==> config.mk <==
export PLATFORM = sky130hd
export DESIGN_NAME = ps2_keys_flat
export DESIGN_NICKNAME = d
export VERILOG_FILES = /design/src/rtl/ps2_pkg.sv /design/src/rtl/ps2_keys_if.sv /design/src/rtl/ps2_rx_frame.sv /design/src/rtl/ps2_keys.sv /design/src/flat_wrapper.sv
export SDC_FILE = /design/constraint.sdc
export NUM_CORES = 1
export LEC_CHECK = 0
export CORE_ASPECT_RATIO = 1.5
export CORE_MARGIN = 1
export CORE_UTILIZATION = 45
export DETAILED_ROUTE_END_ITERATION = 6
export GPL_ROUTABILITY_DRIVEN = 0
export GPL_TIMING_DRIVEN = 0
export HOLD_SLACK_MARGIN = 0.03
export PLACE_DENSITY_LB_ADDON = 0.08
export SKIP_LAST_GASP = 1
export SLEW_MARGIN = 40
export SYNTH_ARGS = -nofsm -noshare
export SYNTH_HDL_FRONTEND = slang
export SYNTH_SLANG_ARGS = --single-unit
export TNS_END_PERCENT = 10
==> constraint.sdc <==
create_clock -name vga_clk -period 2.8 [get_ports vga_clk]
set_input_delay 0.56 -clock vga_clk [delete_from_list [all_inputs] [get_ports vga_clk]]
set_output_delay 0.56 -clock vga_clk [all_outputs]
set_load 0.01 [all_outputs]
==> src/rtl/ps2_pkg.sv <==
// Shared types, scan-code constants and helpers for the PS/2 key decoder.
package ps2_pkg;

  // Frame receiver states
  typedef enum logic [1:0] {
    ST_IDLE   = 2'd0,
    ST_DATA   = 2'd1,
    ST_PARITY = 2'd2,
    ST_STOP   = 2'd3
  } ps2_state_e;

  // Prefix codes
  localparam logic [7:0] SC_E0    = 8'hE0;
  localparam logic [7:0] SC_F0    = 8'hF0;
  // Plain (non-extended) key codes
  localparam logic [7:0] SC_W     = 8'h1D;
  localparam logic [7:0] SC_A     = 8'h1C;
  localparam logic [7:0] SC_S     = 8'h1B;
  localparam logic [7:0] SC_D     = 8'h23;
  localparam logic [7:0] SC_SPACE = 8'h29;
  // Extended (E0-prefixed) arrow codes
  localparam logic [7:0] SC_UP    = 8'h75;
  localparam logic [7:0] SC_LEFT  = 8'h6B;
  localparam logic [7:0] SC_DOWN  = 8'h72;
  localparam logic [7:0] SC_RIGHT = 8'h74;

  // Bit positions inside the held-key vector
  localparam int KEY_UP    = 0;
  localparam int KEY_LEFT  = 1;
  localparam int KEY_DOWN  = 2;
  localparam int KEY_RIGHT = 3;
  localparam int KEY_SPACE = 4;

  // Inter-edge timeout expressed in clock cycles
  function automatic int timeout_cycles(input int clk_hz, input int timeout_us);
    return (clk_hz / 1_000_000) * timeout_us;
  endfunction

  // True when data plus parity bit hold an odd number of ones
  function automatic logic odd_parity_ok(input logic [7:0] data, input logic par);
    return ^{data, par};
  endfunction

endpackage

==> src/rtl/ps2_keys_if.sv <==
// PS/2 pin inputs and decoded key/scan-code outputs of the ps2_keys block.
interface ps2_keys_if;
  logic       ps2_clk;
  logic       ps2_data;
  logic [4:0] keys;
  logic [7:0] scan_code;
  logic       scan_valid;
  logic       frame_err;

  // Side that drives the pins and consumes the decoded results
  modport master (
    output ps2_clk, ps2_data,
    input  keys, scan_code, scan_valid, frame_err
  );

  // The decoder itself
  modport slave (
    input  ps2_clk, ps2_data,
    output keys, scan_code, scan_valid, frame_err
  );
endinterface

==> src/rtl/ps2_rx_frame.sv <==
// PS/2 line conditioning and 11-bit frame receiver: synchronises and
// deglitches the pins, deframes start/data/parity/stop and flags errors.
// byte_valid/err are single-cycle strobes built from registered state.
module ps2_rx_frame
  import ps2_pkg::*;
#(
  parameter int CLK_HZ     = 25_000_000,
  parameter int TIMEOUT_US = 2000,
  parameter int FILTER_LEN = 8
) (
  input  logic       vga_clk,
  input  logic       vga_rst,
  input  logic       ps2_clk,
  input  logic       ps2_data,
  output logic [7:0] rx_byte,
  output logic       byte_valid,
  output logic       err
);

  localparam int TIMEOUT_CYC = timeout_cycles(CLK_HZ, TIMEOUT_US);
  localparam int TMO_W       = $clog2(TIMEOUT_CYC + 1);
  localparam int FLT_W       = $clog2(FILTER_LEN + 1);
  localparam logic [TMO_W-1:0] TMO_LAST = TMO_W'(TIMEOUT_CYC - 1);
  localparam logic [FLT_W-1:0] FLT_LAST = FLT_W'(FILTER_LEN - 1);

  logic [1:0]       clk_sync_r;
  logic [1:0]       data_sync_r;
  logic             filt_r;
  logic [FLT_W-1:0] flt_cnt_r;
  logic             fall_r;
  logic [TMO_W-1:0] tmo_cnt_r;

  ps2_state_e state_r, state_nxt;
  logic [2:0] bit_cnt_r, bit_cnt_nxt;
  logic [7:0] shift_r, shift_nxt;
  logic       par_r, par_nxt;

  logic data_bit_s;
  logic timeout_s;

  assign data_bit_s = data_sync_r[1];
  assign timeout_s  = (state_r != ST_IDLE) && !fall_r && (tmo_cnt_r == TMO_LAST);
  assign rx_byte    = shift_r;

  // Two-flop synchronisers for the asynchronous PS/2 pins (idle high)
  always_ff @(posedge vga_clk or posedge vga_rst) begin
    if (vga_rst) begin
      clk_sync_r  <= 2'b11;
      data_sync_r <= 2'b11;
    end else begin
      clk_sync_r  <= {clk_sync_r[0], ps2_clk};
      data_sync_r <= {data_sync_r[0], ps2_data};
    end
  end

  // Clock deglitch: flip only after FILTER_LEN disagreeing samples; strobe falls
  always_ff @(posedge vga_clk or posedge vga_rst) begin
    if (vga_rst) begin
      filt_r    <= 1'b1;
      flt_cnt_r <= {FLT_W{1'b0}};
      fall_r    <= 1'b0;
    end else begin
      fall_r <= 1'b0;
      if (clk_sync_r[1] == filt_r) begin
        flt_cnt_r <= {FLT_W{1'b0}};
      end else if (flt_cnt_r == FLT_LAST) begin
        filt_r    <= ~filt_r;
        flt_cnt_r <= {FLT_W{1'b0}};
        fall_r    <= filt_r;
      end else begin
        flt_cnt_r <= flt_cnt_r + FLT_W'(1);
      end
    end
  end

  // Inter-edge watchdog: restarts on every fall, idle while no frame is open
  always_ff @(posedge vga_clk or posedge vga_rst) begin
    if (vga_rst) begin
      tmo_cnt_r <= {TMO_W{1'b0}};
    end else if ((state_r == ST_IDLE) || fall_r) begin
      tmo_cnt_r <= {TMO_W{1'b0}};
    end else if (tmo_cnt_r != TMO_LAST) begin
      tmo_cnt_r <= tmo_cnt_r + TMO_W'(1);
    end else begin
      tmo_cnt_r <= tmo_cnt_r;
    end
  end

  // Frame FSM state register
  always_ff @(posedge vga_clk or posedge vga_rst) begin
    if (vga_rst) begin
      state_r   <= ST_IDLE;
      bit_cnt_r <= 3'd0;
      shift_r   <= 8'h00;
      par_r     <= 1'b0;
    end else begin
      state_r   <= state_nxt;
      bit_cnt_r <= bit_cnt_nxt;
      shift_r   <= shift_nxt;
      par_r     <= par_nxt;
    end
  end

  // Frame FSM next-state and strobe logic; timeout wins unless a fall arrives
  always_comb begin
    state_nxt   = state_r;
    bit_cnt_nxt = bit_cnt_r;
    shift_nxt   = shift_r;
    par_nxt     = par_r;
    byte_valid  = 1'b0;
    err         = 1'b0;
    if (timeout_s) begin
      state_nxt = ST_IDLE;
      err       = 1'b1;
    end else if (fall_r) begin
      case (state_r)
        ST_IDLE: begin
          if (!data_bit_s) begin
            state_nxt   = ST_DATA;
            bit_cnt_nxt = 3'd0;
          end else begin
            state_nxt = ST_IDLE;
          end
        end
        ST_DATA: begin
          shift_nxt   = {data_bit_s, shift_r[7:1]};
          bit_cnt_nxt = bit_cnt_r + 3'd1;
          if (bit_cnt_r == 3'd7) begin
            state_nxt = ST_PARITY;
          end else begin
            state_nxt = ST_DATA;
          end
        end
        ST_PARITY: begin
          par_nxt   = data_bit_s;
          state_nxt = ST_STOP;
        end
        ST_STOP: begin
          if (data_bit_s && odd_parity_ok(shift_r, par_r)) begin
            byte_valid = 1'b1;
          end else begin
            err = 1'b1;
          end
          state_nxt = ST_IDLE;
        end
        default: begin
          state_nxt = ST_IDLE;
        end
      endcase
    end else begin
      state_nxt = state_r;
    end
  end

endmodule

==> src/rtl/ps2_keys.sv <==
// PS/2 keyboard decoder for the VGA debug page: tracks E0/F0 prefixes,
// maps scan codes onto the 5-bit held-key vector and reports raw bytes.
module ps2_keys
  import ps2_pkg::*;
#(
  parameter int CLK_HZ     = 25_000_000,
  parameter int TIMEOUT_US = 2000,
  parameter int FILTER_LEN = 8
) (
  input  logic       vga_clk,
  input  logic       vga_rst,
  ps2_keys_if.slave  bus
);

  logic [7:0] rx_byte_s;
  logic       byte_valid_s;
  logic       err_s;
  logic [4:0] key_mask_s;

  logic       ext_r;
  logic       brk_r;
  logic [4:0] keys_r;
  logic [7:0] scan_code_r;
  logic       scan_valid_r;
  logic       frame_err_r;

  ps2_rx_frame #(
    .CLK_HZ     (CLK_HZ),
    .TIMEOUT_US (TIMEOUT_US),
    .FILTER_LEN (FILTER_LEN)
  ) u_rx (
    .vga_clk    (vga_clk),
    .vga_rst    (vga_rst),
    .ps2_clk    (bus.ps2_clk),
    .ps2_data   (bus.ps2_data),
    .rx_byte    (rx_byte_s),
    .byte_valid (byte_valid_s),
    .err        (err_s)
  );

  // Key map lookup; the ext flag selects between the two tables
  always_comb begin
    key_mask_s = 5'b00000;
    if (ext_r) begin
      case (rx_byte_s)
        SC_UP:    key_mask_s[KEY_UP]    = 1'b1;
        SC_LEFT:  key_mask_s[KEY_LEFT]  = 1'b1;
        SC_DOWN:  key_mask_s[KEY_DOWN]  = 1'b1;
        SC_RIGHT: key_mask_s[KEY_RIGHT] = 1'b1;
        default:  key_mask_s = 5'b00000;
      endcase
    end else begin
      case (rx_byte_s)
        SC_W:     key_mask_s[KEY_UP]    = 1'b1;
        SC_A:     key_mask_s[KEY_LEFT]  = 1'b1;
        SC_S:     key_mask_s[KEY_DOWN]  = 1'b1;
        SC_D:     key_mask_s[KEY_RIGHT] = 1'b1;
        SC_SPACE: key_mask_s[KEY_SPACE] = 1'b1;
        default:  key_mask_s = 5'b00000;
      endcase
    end
  end

  // Output registers, prefix flags and make/break key state
  always_ff @(posedge vga_clk or posedge vga_rst) begin
    if (vga_rst) begin
      ext_r        <= 1'b0;
      brk_r        <= 1'b0;
      keys_r       <= 5'b00000;
      scan_code_r  <= 8'h00;
      scan_valid_r <= 1'b0;
      frame_err_r  <= 1'b0;
    end else begin
      scan_valid_r <= 1'b0;
      frame_err_r  <= 1'b0;
      if (err_s) begin
        frame_err_r <= 1'b1;
        ext_r       <= 1'b0;
        brk_r       <= 1'b0;
      end else if (byte_valid_s) begin
        scan_code_r  <= rx_byte_s;
        scan_valid_r <= 1'b1;
        if (rx_byte_s == SC_E0) begin
          ext_r <= 1'b1;
        end else if (rx_byte_s == SC_F0) begin
          brk_r <= 1'b1;
        end else begin
          if (brk_r) begin
            keys_r <= keys_r & ~key_mask_s;
          end else begin
            keys_r <= keys_r | key_mask_s;
          end
          ext_r <= 1'b0;
          brk_r <= 1'b0;
        end
      end else begin
        ext_r <= ext_r;
      end
    end
  end

  assign bus.keys       = keys_r;
  assign bus.scan_code  = scan_code_r;
  assign bus.scan_valid = scan_valid_r;
  assign bus.frame_err  = frame_err_r;

endmodule

==> src/flat_wrapper.sv <==
// flat-port wrapper written by rule: the top's interface ports become plain ports
module ps2_keys_flat import ps2_pkg::*;
#(
  parameter int CLK_HZ     = 25_000_000,
  parameter int TIMEOUT_US = 2000,
  parameter int FILTER_LEN = 8
)
  (vga_clk, vga_rst, bus_ps2_clk, bus_ps2_data, bus_keys, bus_scan_code, bus_scan_valid, bus_frame_err);
  ps2_keys_if bus_i ();
  input  logic vga_clk;
  input  logic vga_rst;
  input wire logic [$bits(bus_i.ps2_clk)-1:0] bus_ps2_clk;
  input wire logic [$bits(bus_i.ps2_data)-1:0] bus_ps2_data;
  output wire logic [$bits(bus_i.keys)-1:0] bus_keys;
  output wire logic [$bits(bus_i.scan_code)-1:0] bus_scan_code;
  output wire logic [$bits(bus_i.scan_valid)-1:0] bus_scan_valid;
  output wire logic [$bits(bus_i.frame_err)-1:0] bus_frame_err;
  assign bus_i.ps2_clk = bus_ps2_clk;
  assign bus_i.ps2_data = bus_ps2_data;
  assign bus_keys = bus_i.keys;
  assign bus_scan_code = bus_i.scan_code;
  assign bus_scan_valid = bus_i.scan_valid;
  assign bus_frame_err = bus_i.frame_err;
  ps2_keys #(.CLK_HZ(CLK_HZ), .TIMEOUT_US(TIMEOUT_US), .FILTER_LEN(FILTER_LEN)) u_core (.vga_clk(vga_clk), .vga_rst(vga_rst), .bus(bus_i));
endmodule
Yosys cells after proc, flatten, opt, wreduce, memory -nomap -nowiden
Cells that the tools add are included.

Word-level logic and storage cells: 113. Output and inout port bits: 15. Input port bits: 4. Bits in registers: 57.

Equality and inequality tests: 22. Bitwise logic cells: 9. $add $sub $neg: 3. Muxes and demuxes: 43. Reduce and logical (&&, ||, !) cells: 20.

Operator list (number): == test 8 x 7 -> 1 bit, second input constant (4); 2-to-1 mux 16 bit (2); 2-to-1 mux 1 bit (31); == test 8 x 5 -> 1 bit, second input constant (3); adder 16 x 1 -> 16 bit, second input constant (1); == test 16 bit, second input constant (1); == test 8 x 6 -> 1 bit, second input constant (2); == test 8 bit, second input constant (2); inequality test 16 bit, second input constant (1); 2-to-1 mux 5 bit (2); nonzero test 2 bit (5); XOR reduction 9 bit (1); 2-to-1 mux 4 bit (2); one-hot mux 2 bit (4 select lines) (1); AND reduction 2 bit (4); AND reduction 4 bit (2); 2-to-1 mux 2 bit (3); NOT 1 bit (6); one-hot mux 3 bit (2 select lines) (1); AND reduction 3 bit (2); AND 5 bit (1); NOT 5 bit (1); OR 5 bit (1); adder 4 x 1 -> 4 bit, second input constant (1); 14 further kinds (17).

Longest topological paths before layout
Gate-level depths: netlist (run 1).

Depth after elaboration: 8. Depth in mapped cells: 7. Gate-level depth less buffers: 6.

Cells and area by module
A second synthesis (run 1) with hierarchy kept.

Cells, all modules: 248. Area total of the unflattened synthesis: 2722.6 um^2.

By module, submodules not included: ps2_rx_frame (area each 1873.0 um^2, cells an instance 176, sequential area each 1007.2 um^2, times used 1); ps2_keys (area each 849.6 um^2, cells an instance 72, sequential area each 425.4 um^2, times used 1).

Worst setup path before layout (run 1)
OpenSTA, ideal clock, no wires.

Path type: reg2reg. Start point: reg u_core.u_rx.shift_r[5], in the netlist u_core.u_rx.rx_byte[5]. End point: reg u_core.scan_code_r[2], in the netlist u_core.bus.scan_code[2]. Slack: 0.815 ns. Required time: 2.673 ns. Path buffers: 2. Arrival time: 1.857 ns. Clock period less this slack: 1.985 ns. Cell stages (with the launch flop): 7. Setup time: 0.127 ns. Path through: dfrtp_1 > buf_6 > xor2_1 > xnor3_2 > mux2i_4 > buf_6 > mux2_1.

Longest elaborated chain between the ends: 8. Elaborated cells between the ends (all ways): 12. Classes of those cells: mux: 8; bitwise: 1; reduce/logical: 3.

RTL lines: start, declared (line ps2_rx_frame.sv:35) `logic [7:0] shift_r, shift_nxt;`; start signal, assigned (line ps2_rx_frame.sv:99) `shift_r <= shift_nxt;`; XOR reduction 9 bit * (line ps2_pkg.sv:41) `return ^{data, par};`; logical AND 1 bit * (line ps2_rx_frame.sv:139) `if (data_bit_s && odd_parity_ok(shift_r, par_r)) begin`; 2-to-1 mux 1 bit (line ps2_rx_frame.sv:139); 2-to-1 mux 1 bit (line ps2_rx_frame.sv:116) `case (state_r)`; 2-to-1 mux 1 bit (line ps2_rx_frame.sv:115) `end else if (fall_r) begin`; 2-to-1 mux 1 bit (line ps2_rx_frame.sv:112) `if (timeout_s) begin`; NOT 1 bit (no line); AND reduction 2 bit (no line) *; end signal, assigned (line ps2_keys.sv:81) `scan_code_r <= rx_byte_s;`; end, declared (line ps2_keys.sv:23) `logic [7:0] scan_code_r;`.

Mark *: on every way between the ends. The rest lies on a longest branch, timed or not. A chain may end at the register's enable or synchronous reset.

Final worst setup path (run 1)
Start point: reg u_core.u_rx.shift_r[4], in the netlist u_core.u_rx.rx_byte[4]. End point: reg u_core.scan_code_r[5], in the netlist u_core.bus.scan_code[5].

Same word-level chain as after synthesis.

==> results of run 1 <==
## layout make-up
cell class | instances | area, um2
Inverter | 8 | 32.53
Fill cell | 540 | 2646
Tap cell | 72 | 90.09
Buffer | 14 | 77.57
Clock buffer | 13 | 158.9
Multi-Input combinational cell | 186 | 1217
Clock inverter | 3 | 15.01
Timing Repair Buffer | 19 | 200.2
Sequential cell | 57 | 1433
## flip-flops by register name (all words and copies together), names as in the netlist, named ones only
| signal | count |
|---|---|
| u_core.u_rx.tmo_cnt_r | 16 |
| u_core.bus.scan_code | 8 |
| u_core.u_rx.rx_byte | 8 |
| u_core.u_rx.flt_cnt_r | 4 |
| u_core.u_rx.bit_cnt_r | 3 |
| u_core.u_rx.clk_sync_r | 2 |
| u_core.u_rx.data_sync_r | 2 |
| u_core.u_rx.state_r | 2 |
| u_core.brk_r | 1 |
| u_core.bus.frame_err | 1 |
| u_core.bus.scan_valid | 1 |
| u_core.ext_r | 1 |
| u_core.u_rx.fall_r | 1 |
| u_core.u_rx.filt_r | 1 |
| u_core.u_rx.par_r | 1 |
## path summary, 6_finish.rpt
kind,start,to,depth (start not counted)
setup / recovery,u_core.u_rx.rx_byte[4],u_core.bus.scan_code[5],6
hold / removal,u_core.u_rx.clk_sync_r[0],u_core.u_rx.clk_sync_r[1],0
setup reg to reg,u_core.u_rx.rx_byte[4],u_core.bus.scan_code[5],6
hold reg to reg,u_core.u_rx.clk_sync_r[0],u_core.u_rx.clk_sync_r[1],0
max in group asynchronous,vga_rst,u_core.u_rx.filt_r,3
min in group asynchronous,vga_rst,u_core.u_rx.tmo_cnt_r[12],2
## cell usage after synthesis, types with 3 or more instances
master | count | area share, %
nor4_1 | 4 | 0.91
mux2i_1 | 4 | 1.5
buf_6 | 3 | 1.2
o21ai_0 | 10 | 1.8
nor2b_1 | 4 | 0.91
dfrtp_1 | 52 | 47
nand2_1 | 41 | 5.6
a22o_1 | 3 | 0.95
mux2_2 | 4 | 1.6
ha_1 | 4 | 1.8
mux2_1 | 5 | 2.0
and3_1 | 7 | 1.6
xor2_1 | 14 | 4.4
nor2_1 | 21 | 2.9
a21oi_1 | 8 | 1.5
inv_1 | 8 | 1.1
nand3_1 | 11 | 2.0
or3_1 | 5 | 1.1
nor3_1 | 3 | 0.54
clkbuf_1 | 9 | 1.2
nand3b_1 | 3 | 0.82
dfstp_2 | 5 | 4.8
nand4_1 | 4 | 0.91
xnor2_1 | 4 | 1.3
## layer usage
layer / GRT usage (%) / vias to the layer above
met3: 5.958 / 9
met2: 32.10 / 23
met5: 0 / -
met1: 21.09 / 960
met4: 8.528 / 0
li1: - / 977
## power breakdown
| part | internal [uW] | leakage, uW | switching [uW] |
|---|---|---|---|
| combinational | 36.0 | 0.000583 | 41.6 |
| clock | 365 | 0.0000932 | 319 |
| sequential | 857 | 0.000777 | 19.4 |
## cells by family after synthesis
kind of cell	count (synthesis)	share of synthesized area (%)
muxes	14	5.943
and+or+nand+nor	117	22.10
xor gates and xnor gates	20	7.395
AOI/OAI and AO/OA	31	6.897
adders and majority gates	4	1.815
buffers and inverters	22	3.902
DFF	57	51.95
## through the flow
| step | instances | utilization, % | worst slack [ps] | total power (uW) | instance area, um2 |
|---|---|---|---|---|---|
| 5_1_grt | 372 | 54.92 | 455.4 | 1725 | 3224 |
| 2_1_floorplan | 265 | - | 815.1 | 945.6 | 2758 |
| 3_3_place_gp | 355 | 51.58 | -198.6 | 965.4 | 3028 |
| 6_report | 372 | 54.92 | 579.1 | 1639 | 3224 |
| 3_5_place_dp | 356 | 51.96 | 567.6 | 971.7 | 3050 |
| 4_1_cts | 372 | 54.92 | 545.3 | 1666 | 3224 |
==> summary.txt, run 1 <==
Antenna cells = 0
Outcome = finished, final reports clean
Setup crit start kind = flip-flop
Final setup vio count = 0
Area of the mapped netlist = 2758 um2
Final period util = 79.32%
Worst Skew = 8.392 ps
GR Overflow Total = 0
Routed met3 length = 152 um
Cell variety after synth = 47
1st-iter DRT viols = 98
Drt first pass iters = 5
CTS max path bufs = 2
Critical path class = flip-flop to flip-flop
Syn. warnings = 0
Sequential area share after synthesis = 51.95%
Via count = 1969
Row cnt = 34
Clk sinks = 57
CP top delay family = multiplexers
Critical Path AT = 2430 ps
Leak pwr = 0.001453 uW
Pwr dens = 508.3 nW/um2
CP max FO = 10
Die area = 6451 um2
Initial antenna violation count = 0
Post_cts resized = 0
Unrepaired setup endpoints after global routing = no
Final total negative setup slack = 0 ps
Share of post-route cells with drive strength above 1 = 11.67%
Top FF cell, synth = dfrtp_1
Global-route wire length before repair = 9232 um
Layout Nets = 303
Synthesized Nets = 273
Die Width = 65.92 um
GRT Total Usage = 18.94%
Vias per cell = 5.293
CTS H-tree lvls = 3
Avg Inst Size Synth = 10.41 um2
Min Hold Slack = 354.4 ps
Cells after synthesis = 265
Vias in the first global route = 2020
Total CTS buffers = 9
Area grow syn2layout = 16.92%
Worst vdd ir = 358.1 uV
Type of the worst min-delay path = flip-flop to flip-flop
Core Area = 5871 um2
Fmax = 0.4503 GHz
M1 wire length = 2203 um
Worst-Skew Late Latency = 340 ps
Slew Limit Fails = 0
Post-CTS setup buffers = 0
Port-buffer cells = 18
CTS Hold Bufs = 0
Max-cap violations = 0
Async set-reset flop share out of synthesis = 100.0%
Register bit total from synthesis = 57
Max Used Layer = met4
Post-route ant nets = 0
EDFF count, synth = 0
Tightest Pin Transition = 565.7 ps
Most common cell after layout, fill and taps aside = dfrtp_1
Critical path's largest stage delay = 380 ps
CTS Root Cell = clkbuf_8
Crit-path slowest cell = clkbuf_1
Clock Pin Slew Worst Setup and Hold Paths = 70 ps
Post-DR wirelength/cell = 13.67 um
Die height = 97.88 um
CP bufs+invs = 2
Critical path cell sequence = clkbuf_1, xnor3_1, and3_1, mux2i_4, buf_6, mux2_1
HPWL Detailed = 3474 um
Slew margin rel. = 62.03%
R2R Setup Slk = 580 ps
Commonest non-fill, non-tap cells in the layout = dfrtp_1 (52), nand2_1 (41), nor2_1 (21)
Setup crit end kind = flip-flop
DRC = 0
Routed WL = 5084 um
Fin. Hold Viols = 0
Effective utilization at floorplan = 46.97%
Largest net degree at the start of global routing = 33
CTS tree = yes
Required @ worst endpoint = 3010 ps
Wire length on met2 = 2630 um
# IOs = 19
Min Tclk post-route = 2221 ps
(Power assumes the default switching activity.)
==> run 2: changes to the inputs <==
clock period = 2 ns   (was 2.8 ns; I/O delays follow)
==> run 2 against run 1 <==
  * The flow now finishes with violations (setup timing)
  * Total power is 40% higher
  * Worst hold slack about the same
  * Critical endpoint is now u_core.bus.scan_code[6]
  * Sequential share of layout area shrank 1.7 points
  * Register-to-register slack got worse by 590 ps
  * Non-clock buffer count grew 10
==> summary.txt, run 2 (synthesized netlist as in run 1, its figures left out) <==
GRT Total Usage = 19.06%
Placed Instances = 356
CTS Root Cell = clkbuf_8
Setup crit start kind = flip-flop
Via count = 1982
Reg2reg start = u_core.u_rx.rx_byte[3]
HPWL Detailed = 3474 um
Leak pwr = 0.001495 uW
Post-route ant nets = 0
Core Area = 5871 um2
Max-cap violations = 0
Clock Pin Slew Worst Setup and Hold Paths = 70 ps
Unrepaired setup endpoints after global routing = yes
# IOs = 19
Port-buffer cells = 18
Min Hold Slack = 354.4 ps
Vias per cell = 5.188
Critical Path AT = 2230 ps
Post-DR wirelength/cell = 13.74 um
Fmax = 0.4966 GHz
CTS tree = yes
Routed WL = 5247 um
Slew Limit Fails = 0
Die Width = 65.92 um
Worst-Skew Late Latency = 340 ps
DRC = 0
Largest Register = u_core.u_rx.tmo_cnt_r
Place WS = -232.4 ps
Placed Area = 3050 um2
Drt first pass iters = 4
Initial antenna violation count = 0
Worst r2r dst = u_core.bus.scan_code[6]
Pwr dens = 683.8 nW/um2
Failing checks = setup timing
Share of post-route cells with drive strength above 1 = 17.42%
Outcome = complete, but fails checks
Clk sinks = 57
# fillers = 529
Worst r2r path cells = 6
Vias in the first global route = 2024
Most common cell after layout, fill and taps aside = dfrtp_1
Hold depth = 0
Hold_sp = u_core.u_rx.clk_sync_r[0]
Setup crit end kind = flip-flop
Die area = 6451 um2
Register area = 1434 um2
CTS max path bufs = 2
Area grow syn2layout = 21.64%
Commonest non-fill, non-tap cells in the layout = dfrtp_1 (51), nand2_1 (41), nor2_1 (21)
Antenna cells = 0
Final setup vio count = 5
Die height = 97.88 um
Effective utilization at floorplan = 46.97%
Global-route wire length before repair = 9280 um
Final period util = 100.7%
Layout Nets = 313
Slew margin rel. = 60.87%
Worst vdd ir = 501.4 uV
R2R Setup Slk = -10 ps
Number of flip-flops in the largest register = 16
Multi-input gate area = 1260 um2
Largest net degree at the start of global routing = 33
Total CTS buffers = 9
CTS H-tree lvls = 3
Tightest Pin Transition = 583.0 ps
Post-layout worst setup margin = -13.83 ps
Row cnt = 34
CP max FO = 10
Worst Skew = 8.262 ps
Critical path class = flip-flop to flip-flop
Type of the worst min-delay path = flip-flop to flip-flop
Finished Cell Area = 3354 um2
1st-iter DRT viols = 108
Fin. Hold Viols = 0
Min Tclk post-route = 2014 ps
Finished Layout Cells = 382
Worst Hold End = u_core.u_rx.clk_sync_r[1]
GR Overflow Total = 0
CTS Hold Bufs = 0
Required @ worst endpoint = 2210 ps
run 2: layer usage:
metal	GRT usage, %	share of wire, %	up-vias
li1	-	-	996
met4	8.528	1.8	0
met2	32.26	52	22
met1	21.32	43	956
met3	5.958	2.9	8
met5	0	0	-
run 2: final cells by class:
type                       count  share of cell area (%)
timing repair buffer          30                   8.467
inverter                       8                  0.9698
multi-input combinational    186                   37.56
sequential                    57                   42.75
clock buffer                  13                   4.737
buffer                        13                   2.387
tap                           72                   2.686
clock inverter                 3                  0.4476
run 2: how the worst max path moves through the flow:
stage	startpoint	to	slack, ps
3_5_place_dp	u_core.u_rx.rx_byte[4]	u_core.bus.scan_code[5]	-230
2_1_floorplan	u_core.u_rx.rx_byte[5]	u_core.bus.scan_code[2]	20
6_report	u_core.u_rx.rx_byte[3]	u_core.bus.scan_code[6]	-10
4_1_cts	u_core.u_rx.rx_byte[2]	u_core.bus.scan_code[5]	-70
3_3_place_gp	vga_rst	u_core.u_rx.bit_cnt_r[1]	-840
5_1_grt	u_core.u_rx.rx_byte[6]	flip-flop	-90
run 2: worst max-delay path: stages (launching register included):
cell and delay [ps]:
dfrtp_1 380, buf_6 140, xnor3_2 410, and3_4 210
mux2i_4 250, buf_6 170, mux2_1 320
run 2: timing repair:
| item | CTS | global route |
|---|---|---|
| buffers inserted | 3 | 7 |
| gates resized for setup | 0 | 13 |
| gates cloned | 0 | 1 |
| endpoints found under the setup margin | 19 | 15 |
| pin swaps | 2 | 4 |
run 2: power breakdown:
| group | switching [uW] | leakage, uW | internal [uW] |
|---|---|---|---|
| Clock | 446 | 0.0000932 | 511 |
| Sequential | 27.4 | 0.000775 | 1200 |
| Combinational | 58.5 | 0.000627 | 50.5 |
| Total | 532 | 0.00150 | 1760 |
run 2: per-stage QoR:
step           util [%]  TNS [ps]  total power (uW)
2_1_floorplan         -         0              1324
3_3_place_gp      51.58    -46870              1352
3_5_place_dp      51.96     -1913              1360
4_1_cts           55.24    -444.1              2332
5_1_grt           57.14     -1002              2416
6_report          57.14    -36.77              2294
